<file path="config.mk">
export PLATFORM = sky130hd
export DESIGN_NAME = ws2812_serializer
export DESIGN_NICKNAME = d
export VERILOG_FILES = /design/src/rtl/ws2812_serializer.sv
export SDC_FILE = /design/constraint.sdc
export NUM_CORES = 1
export LEC_CHECK = 0
export BUFFER_PORTS_ARGS = -buffer_cell sky130_fd_sc_hd__clkbuf_2
export CORE_UTILIZATION = 63
export CTS_CLUSTER_DIAMETER = 200
export DETAILED_ROUTE_END_ITERATION = 8
export PLACE_DENSITY = 0.86
export SLEW_MARGIN = 5
export SYNTH_ARGS = -nofsm -noshare
export SYNTH_HDL_FRONTEND = slang
export SYNTH_SLANG_ARGS = --single-unit
</file>
<file path="constraint.sdc">
create_clock -name clk -period 6.5 [get_ports clk]
set_clock_uncertainty 0.15 [all_clocks]
set_input_delay 1.625 -clock clk [delete_from_list [all_inputs] [get_ports clk]]
set_output_delay 1.625 -clock clk [all_outputs]
set_load 0.1 [all_outputs]
</file>
<file path="src/rtl/ws2812_serializer.sv">
// ws2812_serializer: fetches pixel words over req/done and drives a WS2812 NRZ data line, double-buffered
module ws2812_serializer #(
  parameter int N_LEDS    = 64,
  parameter int W_ADDR    = 6,
  parameter int W_DATA    = 24,
  parameter int T0H_CYC   = 40,
  parameter int T1H_CYC   = 80,
  parameter int BIT_CYC   = 125,
  parameter int RESET_CYC = 6000
) (
  input  logic              clk,
  input  logic              rst,
  input  logic              enable,
  output logic              pix_req,
  output logic [W_ADDR-1:0] pix_addr,
  input  logic [W_DATA-1:0] pix_data,
  input  logic              pix_done,
  output logic              dout,
  output logic              busy,
  output logic              frame_done,
  output logic              underrun
);
  localparam int W_CYC = $clog2(BIT_CYC + 1);
  localparam int W_LAT = $clog2(RESET_CYC + 1);
  localparam int W_BIT = $clog2(W_DATA + 1);
  localparam logic [W_CYC-1:0]  CYC_LAST  = W_CYC'(BIT_CYC - 1);
  localparam logic [W_CYC-1:0]  T0H       = W_CYC'(T0H_CYC);
  localparam logic [W_CYC-1:0]  T1H       = W_CYC'(T1H_CYC);
  localparam logic [W_LAT-1:0]  LAT_LAST  = W_LAT'(RESET_CYC - 1);
  localparam logic [W_BIT-1:0]  BIT_TOP   = W_BIT'(W_DATA - 1);
  localparam logic [W_ADDR-1:0] ADDR_LAST = W_ADDR'(N_LEDS - 1);

  typedef enum logic [2:0] {IDLE, FETCH0, SHIFT, STALL, LATCH} state_t;

  state_t            state_q, state_d;
  logic [W_DATA-1:0] shreg_q, shreg_d, nbuf_q, nbuf_d;
  logic              nvalid_q, nvalid_d, req_q, req_d, und_q, und_d;
  logic [W_ADDR-1:0] addr_q, addr_d, cur_q, cur_d;
  logic [W_BIT-1:0]  bit_q, bit_d;
  logic [W_CYC-1:0]  cyc_q, cyc_d;
  logic [W_LAT-1:0]  lat_q, lat_d;
  logic              take, in_shift, bit_end, pix_end, last_pix, lat_end, load, more, start;

  assign take     = req_q & pix_done;
  assign in_shift = state_q == SHIFT;
  assign bit_end  = in_shift && cyc_q == CYC_LAST;
  assign pix_end  = bit_end && bit_q == '0;
  assign last_pix = cur_q == ADDR_LAST;
  assign lat_end  = state_q == LATCH && lat_q == LAT_LAST;
  assign more     = addr_q != ADDR_LAST;
  // The buffered word goes straight into the shifter; the request for the following pixel starts on the same edge.
  assign load     = nvalid_q && (state_q == FETCH0 || state_q == STALL || (pix_end && !last_pix));
  assign start    = ((state_q == IDLE || lat_end) && enable) || (load && more);

  always_ff @(posedge clk) begin
    if (rst) begin
      state_q  <= IDLE;
      shreg_q  <= '0;
      nbuf_q   <= '0;
      nvalid_q <= 1'b0;
      req_q    <= 1'b0;
      und_q    <= 1'b0;
      addr_q   <= '0;
      cur_q    <= '0;
      bit_q    <= '0;
      cyc_q    <= '0;
      lat_q    <= '0;
    end else begin
      state_q  <= state_d;
      shreg_q  <= shreg_d;
      nbuf_q   <= nbuf_d;
      nvalid_q <= nvalid_d;
      req_q    <= req_d;
      und_q    <= und_d;
      addr_q   <= addr_d;
      cur_q    <= cur_d;
      bit_q    <= bit_d;
      cyc_q    <= cyc_d;
      lat_q    <= lat_d;
    end
  end

  always_comb begin
    state_d = state_q;
    case (state_q)
      IDLE:    if (enable) state_d = FETCH0;
      FETCH0:  if (nvalid_q) state_d = SHIFT;
      SHIFT:   if (pix_end) state_d = last_pix ? LATCH : (nvalid_q ? SHIFT : STALL);
      STALL:   if (nvalid_q) state_d = SHIFT;
      LATCH:   if (lat_end) state_d = enable ? FETCH0 : IDLE;
      default: state_d = IDLE;
    endcase
  end

  always_comb begin
    nbuf_d   = take ? pix_data : nbuf_q;
    nvalid_d = load ? 1'b0 : (take | nvalid_q);
    shreg_d  = load ? nbuf_q : (bit_end ? shreg_q << 1 : shreg_q);
    bit_d    = load ? BIT_TOP : (bit_end ? bit_q - 1'b1 : bit_q);
    cyc_d    = (in_shift && !bit_end) ? cyc_q + 1'b1 : '0;
    cur_d    = load ? addr_q : cur_q;
    req_d    = start | (req_q & ~pix_done);
    addr_d   = lat_end ? '0 : ((load && more) ? addr_q + 1'b1 : addr_q);
    lat_d    = (state_q == LATCH && !lat_end) ? lat_q + 1'b1 : '0;
    und_d    = und_q | (state_q == STALL);
  end

  always_comb begin
    dout       = in_shift && cyc_q < (shreg_q[W_DATA-1] ? T1H : T0H);
    busy       = state_q != IDLE;
    frame_done = lat_end;
    pix_req    = req_q;
    pix_addr   = addr_q;
    underrun   = und_q;
  end
endmodule

</file>
# == Yosys cells after proc, flatten, opt, wreduce, memory -nomap -nowiden ==
# Cells that the tools add are included.
# W data, S select, Z words.
# totals
regBits,91
input_bits,28
out_inout_bits,11
elab_cells,77
# op_classes
n_addsub,4
magnitude_cmp,1
eq_ne,12
muxes,13
bitwise_logic,8
reduce_logical,27
# op_table
operator,n
$mux W24,2
$mux W3,5
$add A13 B1 Y13 const B,1
$eq A13 B13 Y1 const B,1
$pmux W3 S4,1
$logic_and A1 B1 Y1,10
$mux W5,2
$reduce_or A2 Y1,5
$add A7 B1 Y7 const B,1
$eq A7 B7 Y1 const B,1
$lt A7 B7 Y1,1
$mux W7,1
$add A6 B1 Y6 const B,1
$eq A3 B2 Y1 const B,2
$eq A6 B6 Y1 const B,1
$ne A6 B6 Y1 const B,1
$logic_not A5 Y1,1
$sub A5 B1 Y5 const B,1
$logic_or A1 B1 Y1,4
$ne A2 B1 Y1 const B,2
$ne A2 B2 Y1 const B,2
$reduce_and A4 Y1,1
$eq A3 B1 Y1 const B,1
$eq A3 B3 Y1 const B,1
8 further kinds,16

# == Longest topological paths before layout ==
# Gate-level depths: netlist (run 1).
# depth
word_depth,9
depth_mapped,10
ltp_nobuf,7

# == Worst setup path before layout (run 1) ==
# OpenSTA, ideal clock, no wires.
# synth_path
path_kind,reg2out
startpoint,reg shreg_q[23]
endpoint,out dout
arrival_time_ns,3.247
t_required_ns,4.725
setup_slack_ns,1.478
path_stages_with_launch,7
path_buffers,0
cell_sequence,dfxtp_1 -> inv_1 -> ha_1 -> o21a_1 -> o21ai_0 -> nand2b_1 -> a211oi_1
# synth_via
elab_chain_cells,3
# synth_lines
item,line,source
from (decl),36,"logic [W_DATA-1:0] shreg_q, shreg_d, nbuf_q, nbuf_d;"
from (signal assigned),70,shreg_q <= shreg_d;
$mux W7,109,dout = in_shift && cyc_q < (shreg_q[W_DATA-1] ? T1H : T0H);
$lt A7 B7 Y1,109,
$logic_and A1 B1 Y1,109,
to (decl),18,"output logic dout,"
# Every way passes these cells.

# == Final worst setup path (run 1) ==
# layout_path
startpoint,reg lat_q[0]
endpoint,out frame_done
# layout_via
elab_chain_cells,2
# layout_lines
item,line,source
from (decl),41,"logic [W_LAT-1:0] lat_q, lat_d;"
from (signal assigned),79,lat_q <= lat_d;
$eq A13 B13 Y1,49,assign lat_end = state_q == LATCH && lat_q == LAT_LAST;
$logic_and A1 B1 Y1,49,
to (decl),20,"output logic frame_done,"
# Every way passes these cells.

==> run_results.csv, run 1 <==
group,metric,value,unit
worst_setup_path,endpoint_kind,"primary output",
detailed_routing,viasPerCell,5.62,
sta,timing.fmax,245,MHz
clock_network,cts_root_buf,"clkbuf_8",
worst_setup_path,arrival,2300,ps
synthesis,synth_edf_count,0,
sta,hold_viol_final,0,
sta,max_slew_margin,24.6,%
clock_network,htreeDepth,3,
min_path,min_delay_path_depth,2,
detailed_routing,ant_nets,0,
detailed_routing,dr.pass1.iters,4,
worst_setup_path,reg2reg_depth,5,
clock_network,cts_tree,"yes",
detailed_routing,drt_first_iter_violations,206,
cells_and_area,antenna_cells,0,
place,port_buffers,38,
detailed_routing,route.detailed.drc,0,
grt,overflow,0,
die,initial_core_util,65.3,%
clock_network,cts_resized,0,
synthesis,ys_types,50,
sta,fin_setup_tns,0,ps
cells_and_area,layout_commonest_cell,"nand2_1",
synthesis,synthArstFlopShare,0,%
worst_setup_path,r2r-start,"state_q[1]$_SDFFE_PP0P_",
synthesis,synth_top_cell_by_area,"dfxtp_1",
sta,period_share,62.7,%
grt,antenna_found_initial,0,
run_status,outcome,"finished clean",
place,globalplace.congestion,0.814,
cells_and_area,fin_cells,577,
worst_setup_path,critical_path_required,4720,ps
synthesis,synth_top_area_share,47.4,%
die,die_w,80.1,um
power_and_ir_drop,p_leak,1.51,nW
synthesis,avgSynthCellArea,8.09,sq um
synthesis,ys_ff_latch,91,
cells_and_area,final_cell_mix,"nand2_1, dfxtp_1, nor2_1",
die,ios,39,
synthesis,yosys-top-cells-area,"dfxtp_1, nand2_1, nor2_1, a311oi_1, a21oi_1",
synthesis,syn-cell-area,3840,sq um
clock_network,cts_sinks,91,
worst_setup_path,rr_endpoint,"pix_addr[3]$_SDFFE_PP0P_",
detailed_routing,wl,7.67,mm
clock_network,hold_buffers,0,
grt,track_usage,25.4,%
detailed_routing,wire_per_inst,13.3,um
clock_network,path_clk_slew,80,ps
clock_network,numCtsBuffers,9,
sta,setup_viol,0,
place,dp.cells,561,
die,core.rowCount,28,
worst_setup_path,crit_path_start_kind,"flip-flop",
worst_setup_path,regToRegSetupSlack,2930,ps
cells_and_area,area.growth.synth_to_final,11.1,%
die,coreArea,5890,sq um
worst_setup_path,worstPathMaxFanout,5,
power_and_ir_drop,max-vdd-ir-drop,0.233,mV
clock_network,clock_latency,360,ps
power_and_ir_drop,power_density,310,nW/um^2
min_path,min-delay-start,"cur_q[5]$_SDFFE_PP0N_",
cells_and_area,final_nets,534,
flow_run,cap_violations,0,
cells_and_area,fillers,451,
die,die_area,6420,sq um
detailed_routing,via_count,3243,
sta,post-route-min-period,4080,ps
cells_and_area,drive_above_1_share,12.2,%
min_path,hold_end,"cur_q[5]$_SDFFE_PP0N_",
worst_setup_path,path_class,"reg2out",
synthesis,seq_area_frac_synth,47.4,%
place,place_hpwl,4.82,mm
clock_network,clk_path_buf_depth,2,
grt,grt_pass1_wl,12.8,mm
grt,grt_pass1_vias,2993,
min_path,hold_class,"reg2reg",
die,die_h,80.1,um
sta,report.final.slew_viol_count,0,
sta,tightest_slew,1130,ps
synthesis,ys_warn_count,0,
sta,rsz0062_at_grt,"no",
synthesis,syn-num-nets,512,
synthesis,synthCells,475,
clock_network,post_cts_buffers,0,
synthesis,synth_ff_type,"dfxtp_1",
grt,grt_max_degree,73,
## per-stage QoR
stage | setup slack (ps) | area, sq um | total power [W] | utilization, % | hold slack (ps)
floorplan | 1480 | 3840 | 0.000834 | - | 280
CTS | 2410 | 4270 | 0.00133 | 72.6 | 308
finish | 2420 | 4270 | 0.00132 | 72.6 | 309
global route | 2230 | 4270 | 0.00138 | 72.6 | 323
global placement | 2900 | 4020 | 0.000867 | 68.3 | 290
detailed placement | 2810 | 4020 | 0.000874 | 68.3 | 297
## metal layers
metal  track usage (%)  share of wire (%)
met3              4.20                4.4
met5                 0                  0
met1              31.6                 46
met4              12.9                1.3
met2              42.3                 48
## power by group
group / switching (W) / internal (W) / leakage [nW]
Combinational: 0.000169 / 0.0000681 / 0.657
Sequential: 0.0000314 / 0.000595 / 0.736
Clock: 0.000195 / 0.000265 / 0.115
Total: 0.000395 / 0.000928 / 1.51
## registers in the layout (all words and copies together), names as in the netlist
name      cells
bit_q         5
cur_q         6
cyc_q         7
lat_q        13
nbuf_q       24
nvalid_q      1
pix_addr      6
pix_req       1
shreg_q      24
state_q       3
underrun      1
## kinds of logic (layout without fill, tap and decap cells)
kind of cell / count (synthesis) / count (layout) / synth area share, %
adders and majority gates: 9 / 9 / 2.93
xor gates and xnor gates: 19 / 19 / 4.33
AOI/OAI and AO/OA: 88 / 88 / 15.1
DFF: 91 / 91 / 47.4
and+or+nand+nor: 225 / 225 / 25.2
buffers and inverters: 41 / 68 / 4.49
muxes: 2 / 2 / 0.553
## synth_stat cells, drive strengths merged, types with 2 or more instances
cell    number
xnor2       11
or3          3
and3         2
o31ai        3
ha           9
nor4         4
a311oi      23
clkbuf      23
buf          7
nand2      118
nor3         5
nor2b        4
nand2b       3
a31oi        2
a211oi       2
xor2         8
nand4        3
o21ai        7
inv         11
nor2        57
a21boi       2
dfxtp       91
a21oi       40
nand3       15
or4          2
## how the worst max path moves through the flow
stage,start,endpoint,cells past startpoint
2_1_floorplan,shreg_q[23]$_SDFFE_PP0P_,dout,6
3_3_place_gp,lat_q[0]$_SDFF_PP0_,frame_done,5
3_5_place_dp,lat_q[0]$_SDFF_PP0_,frame_done,5
4_1_cts,lat_q[0]$_SDFF_PP0_,frame_done,5
5_1_grt,lat_q[0]$_SDFF_PP0_,frame_done,5
6_report,lat_q[0]$_SDFF_PP0_,frame_done,5
## layout make-up
| class | count | area (sq um) | area share, % |
|---|---|---|---|
| clock buffers | 10 | 138 | 3.22 |
| clock inverters | 6 | 113 | 2.64 |
| well taps | 75 | 93.8 | 2.20 |
| inverters | 11 | 41.3 | 0.967 |
| repair buffers | 41 | 213 | 4.98 |
| flip-flops and latches | 91 | 1820 | 42.7 |
| multi-input cells | 343 | 1850 | 43.3 |
## worst max-delay path, stage by stage, from the launching register on
cell and delay (ps):
dfxtp_1 380, ha_1 190, nand3_1 190, nor4_1 400
and3_1 300, clkbuf_2 480
No activity file was read; power rests on OpenSTA's default activity.
==> run 2, diff against run 1 <==
Settings changed: ABC_AREA set to 1, CORE_UTILIZATION 63 to 59, PLACE_DENSITY 0.86 to 0.81.
Clock period 6.5 ns to 3.9 ns, I/O delays scaled along.
==> run_results.csv, run 2 <==
group,metric,value,unit
sta,hold_viol_final,0,
cells_and_area,drive_above_1_share,10.7,%
sta,timing.fmax,317,MHz
die,initial_core_util,62.7,%
clock_network,post_cts_buffers,0,
cells_and_area,seqCellArea,1820,sq um
detailed_routing,viasPerCell,5.19,
synthesis,synth_top_cell_by_area,"dfxtp_1",
sta,max_slew_margin,32.6,%
power_and_ir_drop,internal-power,0.00153,W
cells_and_area,area.growth.synth_to_final,9.98,%
detailed_routing,wl,7.94,mm
cells_and_area,final_nets,650,
detailed_routing,via_count,3610,
grt,grt_pass1_vias,3341,
power_and_ir_drop,max-vdd-ir-drop,0.298,mV
sta,rsz0062_at_grt,"no",
synthesis,ys_ff_latch,91,
synthesis,avgSynthCellArea,6.96,sq um
synthesis,syn-num-nets,622,
grt,grt_max_degree,58,
clock_network,numCtsBuffers,9,
power_and_ir_drop,power_density,499,nW/um^2
cells_and_area,fillers,568,
clock_network,htreeDepth,3,
place,dp.cells,679,
detailed_routing,ant_nets,0,
worst_setup_path,critical_path_required,2770,ps
synthesis,synth_ff_type,"dfxtp_1",
sta,period_share,80.9,%
detailed_routing,route.detailed.drc,0,
worst_setup_path,worstPathMaxFanout,3,
min_path,hold_class,"reg2reg",
detailed_routing,dr.pass1.iters,4,
run_status,outcome,"finished clean",
sta,fin_setup_tns,0,ps
synthesis,syn-cell-area,4070,sq um
sta,fin_hold_ws,310,ps
synthesis,seq_area_frac_synth,44.7,%
synthesis,synthArstFlopShare,0,%
die,die_h,85.1,um
die,coreArea,6490,sq um
synthesis,ys_types,32,
cells_and_area,fin_cells,695,
die,ios,39,
power_and_ir_drop,pwr-share-clk,31.8,%
clock_network,cts_root_buf,"clkbuf_8",
clock_network,clk_path_buf_depth,2,
detailed_routing,drt_first_iter_violations,224,
clock_network,clock_latency,350,ps
grt,track_usage,23.2,%
sta,report.final.slew_viol_count,0,
synthesis,synth_commonest_cells,"nor2_1, nand2_1, dfxtp_1",
place,place_hpwl,5.36,mm
worst_setup_path,crit_path_frequent_cell,"nand3_1",
power_and_ir_drop,p_leak,1.98,nW
worst_setup_path,endpoint_kind,"primary output",
cells_and_area,top_regs,"nbuf_q (24), shreg_q (24), lat_q (13)",
die,die_w,85.1,um
synthesis,yosys-top-cells-area,"dfxtp_1, nor2_1, nand2_1, nand3_1, inv_1",
cells_and_area,final_cell_mix,"nor2_1, nand2_1, dfxtp_1",
worst_setup_path,crit_chain,"ha_1 -> nand3_1 -> nor2_1 -> nand3_1 -> nor3_2 -> clkbuf_2",
cells_and_area,layout_commonest_cell,"nor2_1",
die,core.rowCount,29,
grt,grt_pass1_wl,13.6,mm
clock_network,cts_resized,0,
synthesis,synth_top_area_share,44.7,%
worst_setup_path,slowest_delay,490,ps
clock_network,cts_sinks,91,
synthesis,synth_edf_count,0,
worst_setup_path,slowest_stage,"clkbuf_2",
sta,setup_viol,0,
die,die_area,7240,sq um
clock_network,path_clk_slew,80,ps
synthesis,synth_most_common_cell,"nor2_1",
power_and_ir_drop,power.switching,0.000704,W
synthesis,ys_warn_count,0,
cells_and_area,multi_input_area,1960,sq um
flow_run,cap_violations,0,
cells_and_area,antenna_cells,0,
worst_setup_path,arrival,2030,ps
power_and_ir_drop,finalPower,0.00223,W
power_and_ir_drop,p_comb_share,20.9,%
grt,overflow,0,
synthesis,synthCells,585,
clock_network,hold_buffers,0,
worst_setup_path,crit_path_start_kind,"flip-flop",
sta,post-route-min-period,3150,ps
place,port_buffers,38,
power_and_ir_drop,seqPwrFrac,47.3,%
worst_setup_path,path_class,"reg2out",
clock_network,cts_tree,"yes",
grt,antenna_found_initial,0,
sta,tightest_slew,1010,ps
cells_and_area,finish.utilization,69.0,%
detailed_routing,wire_per_inst,11.4,um
place,globalplace.congestion,0.810,
power_and_ir_drop,p_sw_share,31.5,%
-- run 2: cell count changes after synthesis, sizes merged, moves of 6 or more --
cell,before,now
inv,11,46
clkbuf,23,14
o21ai,7,36
nand4,3,9
nand3,15,45
nand2,118,131
nor2,57,142
a311oi,23,0
xnor2,11,1
a21oi,40,21
-- run 2: stage by stage --
stage | cell area, sq um | setup slack [ps]
2_1_floorplan | 4080 | 533
3_3_place_gp | 4250 | 1230
5_1_grt | 4480 | 598
4_1_cts | 4480 | 741
6_report | 4480 | 746
3_5_place_dp | 4250 | 1130
-- run 2: final timing paths --
check	to	start	cells past startpoint	slack, ps
worst min register to register	cyc_q[0]$_SDFF_PP0_	cyc_q[0]$_SDFF_PP0_	1	310
worst max register to register	bit_q[4]$_SDFFE_PP0P_	cyc_q[0]$_SDFF_PP0_	11	1420
worst min-delay path	cyc_q[0]$_SDFF_PP0_	cyc_q[0]$_SDFF_PP0_	1	310
worst max-delay path	frame_done	lat_q[0]$_SDFF_PP0_	6	750
-- run 2: layout make-up --
class                           instances  share of cell area, %
Multi-Input combinational cell        425                   43.7
Sequential cell                        91                   40.7
Timing Repair Buffer                   40                   4.58
Inverter                               46                   3.85
Clock buffer                           12                   3.46
Tap cell                               77                   2.15
Clock inverter                          4                   1.62
-- run 2: logic make-up (layout without fill, tap and decap cells) --
| logic type | count (synthesis) | after routing | synth area share (%) |
|---|---|---|---|
| adder cells (fa/ha/maj) | 9 | 9 | 2.76 |
| flip-flops | 91 | 91 | 44.7 |
| AND/OR/NAND/NOR | 343 | 343 | 35.1 |
| AO/OA/AOI/OAI | 66 | 66 | 8.54 |
| XOR/XNOR | 7 | 7 | 1.50 |
| buffers and inverters | 69 | 102 | 7.37 |
-- run 2: power by group through the flow --
stage	Clock (W)	Combinational [W]	Sequential, W
global placement	0	0.000457	0.00107
finish	0.000711	0.000467	0.00106
CTS	0.000721	0.000469	0.00106
floorplan	0	0.000348	0.00111
detailed placement	0	0.000467	0.00108
global route	0.000758	0.000520	0.00107
-- run 2: metal layers --
| layer | wire length, um | up-vias | global-route usage [%] |
|---|---|---|---|
| met5 | 0 | - | 0 |
| met4 | 155 | 0 | 10.8 |
| met3 | 265 | 14 | 3.60 |
| met2 | 3840 | 57 | 41.9 |
| met1 | 3680 | 1624 | 26.9 |
| li1 | - | 1915 | - |
-- run 2: critical path: cells and delay by family (launching register included) --
family                   cells  cell delay (ps)
flip-flops                   1              370
AND/OR/NAND/NOR              4              620
buffers and inverters        1              490
adder cells (fa/ha/maj)      1              200
==> run 3, diff against run 2 <==
Clock period 3.9 ns to 3 ns, I/O delays scaled along.
==> run_results.csv, run 3 (synthesis results as in run 2) <==
group,metric,value,unit
detailed_routing,wl,8.05,mm
place,port_buffers,38,
clock_network,path_clk_slew,80,ps
worst_setup_path,reg2reg_depth,11,
cells_and_area,antenna_cells,0,
die,coreArea,6490,sq um
power_and_ir_drop,p_leak,1.98,nW
sta,hold_viol_final,0,
die,ios,39,
grt,track_usage,23.7,%
worst_setup_path,regToRegSetupSlack,830,ps
cells_and_area,final_nets,653,
worst_setup_path,slowest_delay,450,ps
worst_setup_path,r2r-start,"cyc_q[0]$_SDFF_PP0_",
cells_and_area,final_cell_mix,"nor2_1, nand2_1, dfxtp_1",
grt,grt_pass1_vias,3292,
sta,period_share,95.8,%
sta,fin_setup_tns,0,ps
worst_setup_path,rr_endpoint,"cur_q[0]$_SDFFE_PP0N_",
detailed_routing,drt_first_iter_violations,250,
power_and_ir_drop,max-vdd-ir-drop,0.368,mV
detailed_routing,route.detailed.drc,0,
place,placed_cell_area,4280,sq um
flow_run,cap_violations,0,
sta,tightest_slew,775,ps
clock_network,hold_buffers,0,
die,core.rowCount,29,
detailed_routing,via_count,3664,
worst_setup_path,path_class,"reg2out",
worst_setup_path,crit_path_start_kind,"flip-flop",
sta,timing.fmax,348,MHz
cells_and_area,area.growth.synth_to_final,9.98,%
worst_setup_path,endpoint_kind,"primary output",
sta,fin_ws,125,ps
clock_network,post_cts_buffers,0,
power_and_ir_drop,power_density,631,nW/um^2
die,die_h,85.1,um
clock_network,clock_latency,350,ps
clock_network,numCtsBuffers,9,
cells_and_area,top_regs,"nbuf_q (24), shreg_q (24), lat_q (13)",
worst_setup_path,slowest_stage,"clkbuf_2",
clock_network,clk_path_buf_depth,2,
die,initial_core_util,62.7,%
place,post-place-ws,499,ps
place,globalplace.congestion,0.853,
sta,max_slew_margin,48.3,%
min_path,min-delay-start,"lat_q[0]$_SDFF_PP0_",
sta,setup_viol,0,
min_path,hold_class,"reg2reg",
cells_and_area,stdcell_area,4480,sq um
grt,overflow,0,
min_path,min_delay_path_depth,1,
sta,post-route-min-period,2880,ps
worst_setup_path,crit_chain,"inv_1 -> ha_1 -> o21a_1 -> o211ai_1 -> nand2_1 -> nor2_2 -> clkbuf_2",
worst_setup_path,critical_path_required,2100,ps
cells_and_area,drive_above_1_share,11.4,%
sta,report.final.slew_viol_count,0,
place,place_hpwl,5.43,mm
worst_setup_path,worstPathMaxFanout,4,
detailed_routing,ant_nets,0,
detailed_routing,dr.pass1.iters,5,
sta,rsz0062_at_grt,"no",
clock_network,htreeDepth,3,
worst_setup_path,crit_family,"buffers and inverters",
clock_network,cts_sinks,91,
clock_network,cts_root_buf,"clkbuf_8",
run_status,outcome,"finished clean",
die,die_w,85.1,um
detailed_routing,wire_per_inst,11.5,um
worst_setup_path,critPathBufInv,2,
min_path,hold_end,"lat_q[0]$_SDFF_PP0_",
clock_network,cts_resized,0,
worst_setup_path,arrival,1980,ps
cells_and_area,layout_commonest_cell,"nor2_1",
detailed_routing,viasPerCell,5.25,
clock_network,cts_tree,"yes",
die,die_area,7240,sq um
grt,grt_max_degree,57,
grt,grt_pass1_wl,13.7,mm
grt,antenna_found_initial,0,
[run 3: where the power goes]
part	switching, W	total (W)	internal (W)	leakage, nW
Combinational	0.000447	0.000617	0.000170	1.15
Sequential	0.0000669	0.00137	0.00131	0.737
Clock	0.000430	0.000837	0.000408	0.102
Total	0.000944	0.00283	0.00188	1.98
[run 3: per-stage QoR]
step / util [%] / instances / total power (W) / hold WS [ps]
3_5_place_dp: 65.9 / 682 / 0.00202 / 293
2_1_floorplan: - / 585 / 0.00189 / 267
5_1_grt: 69.0 / 698 / 0.00298 / 329
6_report: 69.0 / 698 / 0.00283 / 303
4_1_cts: 69.0 / 698 / 0.00285 / 305
3_3_place_gp: 65.9 / 682 / 0.00199 / 280
[run 3: area by class of cell]
type                       count  area, sq um
clock buffer                  10          138
sequential                    91         1820
timing repair buffer          43          228
fill                         588         2010
clock inverter                 6         65.1
multi-input combinational    425         1960
inverter                      46          173
tap                           77         96.3
[run 3: per-layer routing]
| metal | wire [um] | GRT usage [%] | up-vias | part of all wire (%) |
|---|---|---|---|---|
| met5 | 0 | 0 | - | 0 |
| met4 | 104 | 9.09 | 0 | 1.3 |
| met3 | 331 | 4.96 | 10 | 4.1 |
| met2 | 3900 | 41.7 | 73 | 48 |
| met1 | 3720 | 28.3 | 1660 | 46 |
| li1 | - | - | 1921 | - |
[run 3: worst max-delay path by stage]
stage	cells past startpoint	startpoint	slack, ps	endpoint
floorplan	5	lat_q[0]$_SDFF_PP0_	20	frame_done
global placement	7	shreg_q[23]$_SDFFE_PP0P_	550	dout
detailed placement	7	shreg_q[23]$_SDFFE_PP0P_	500	dout
CTS	7	shreg_q[23]$_SDFFE_PP0P_	110	dout
global route	6	lat_q[0]$_SDFF_PP0_	10	frame_done
finish	7	shreg_q[23]$_SDFFE_PP0P_	120	dout
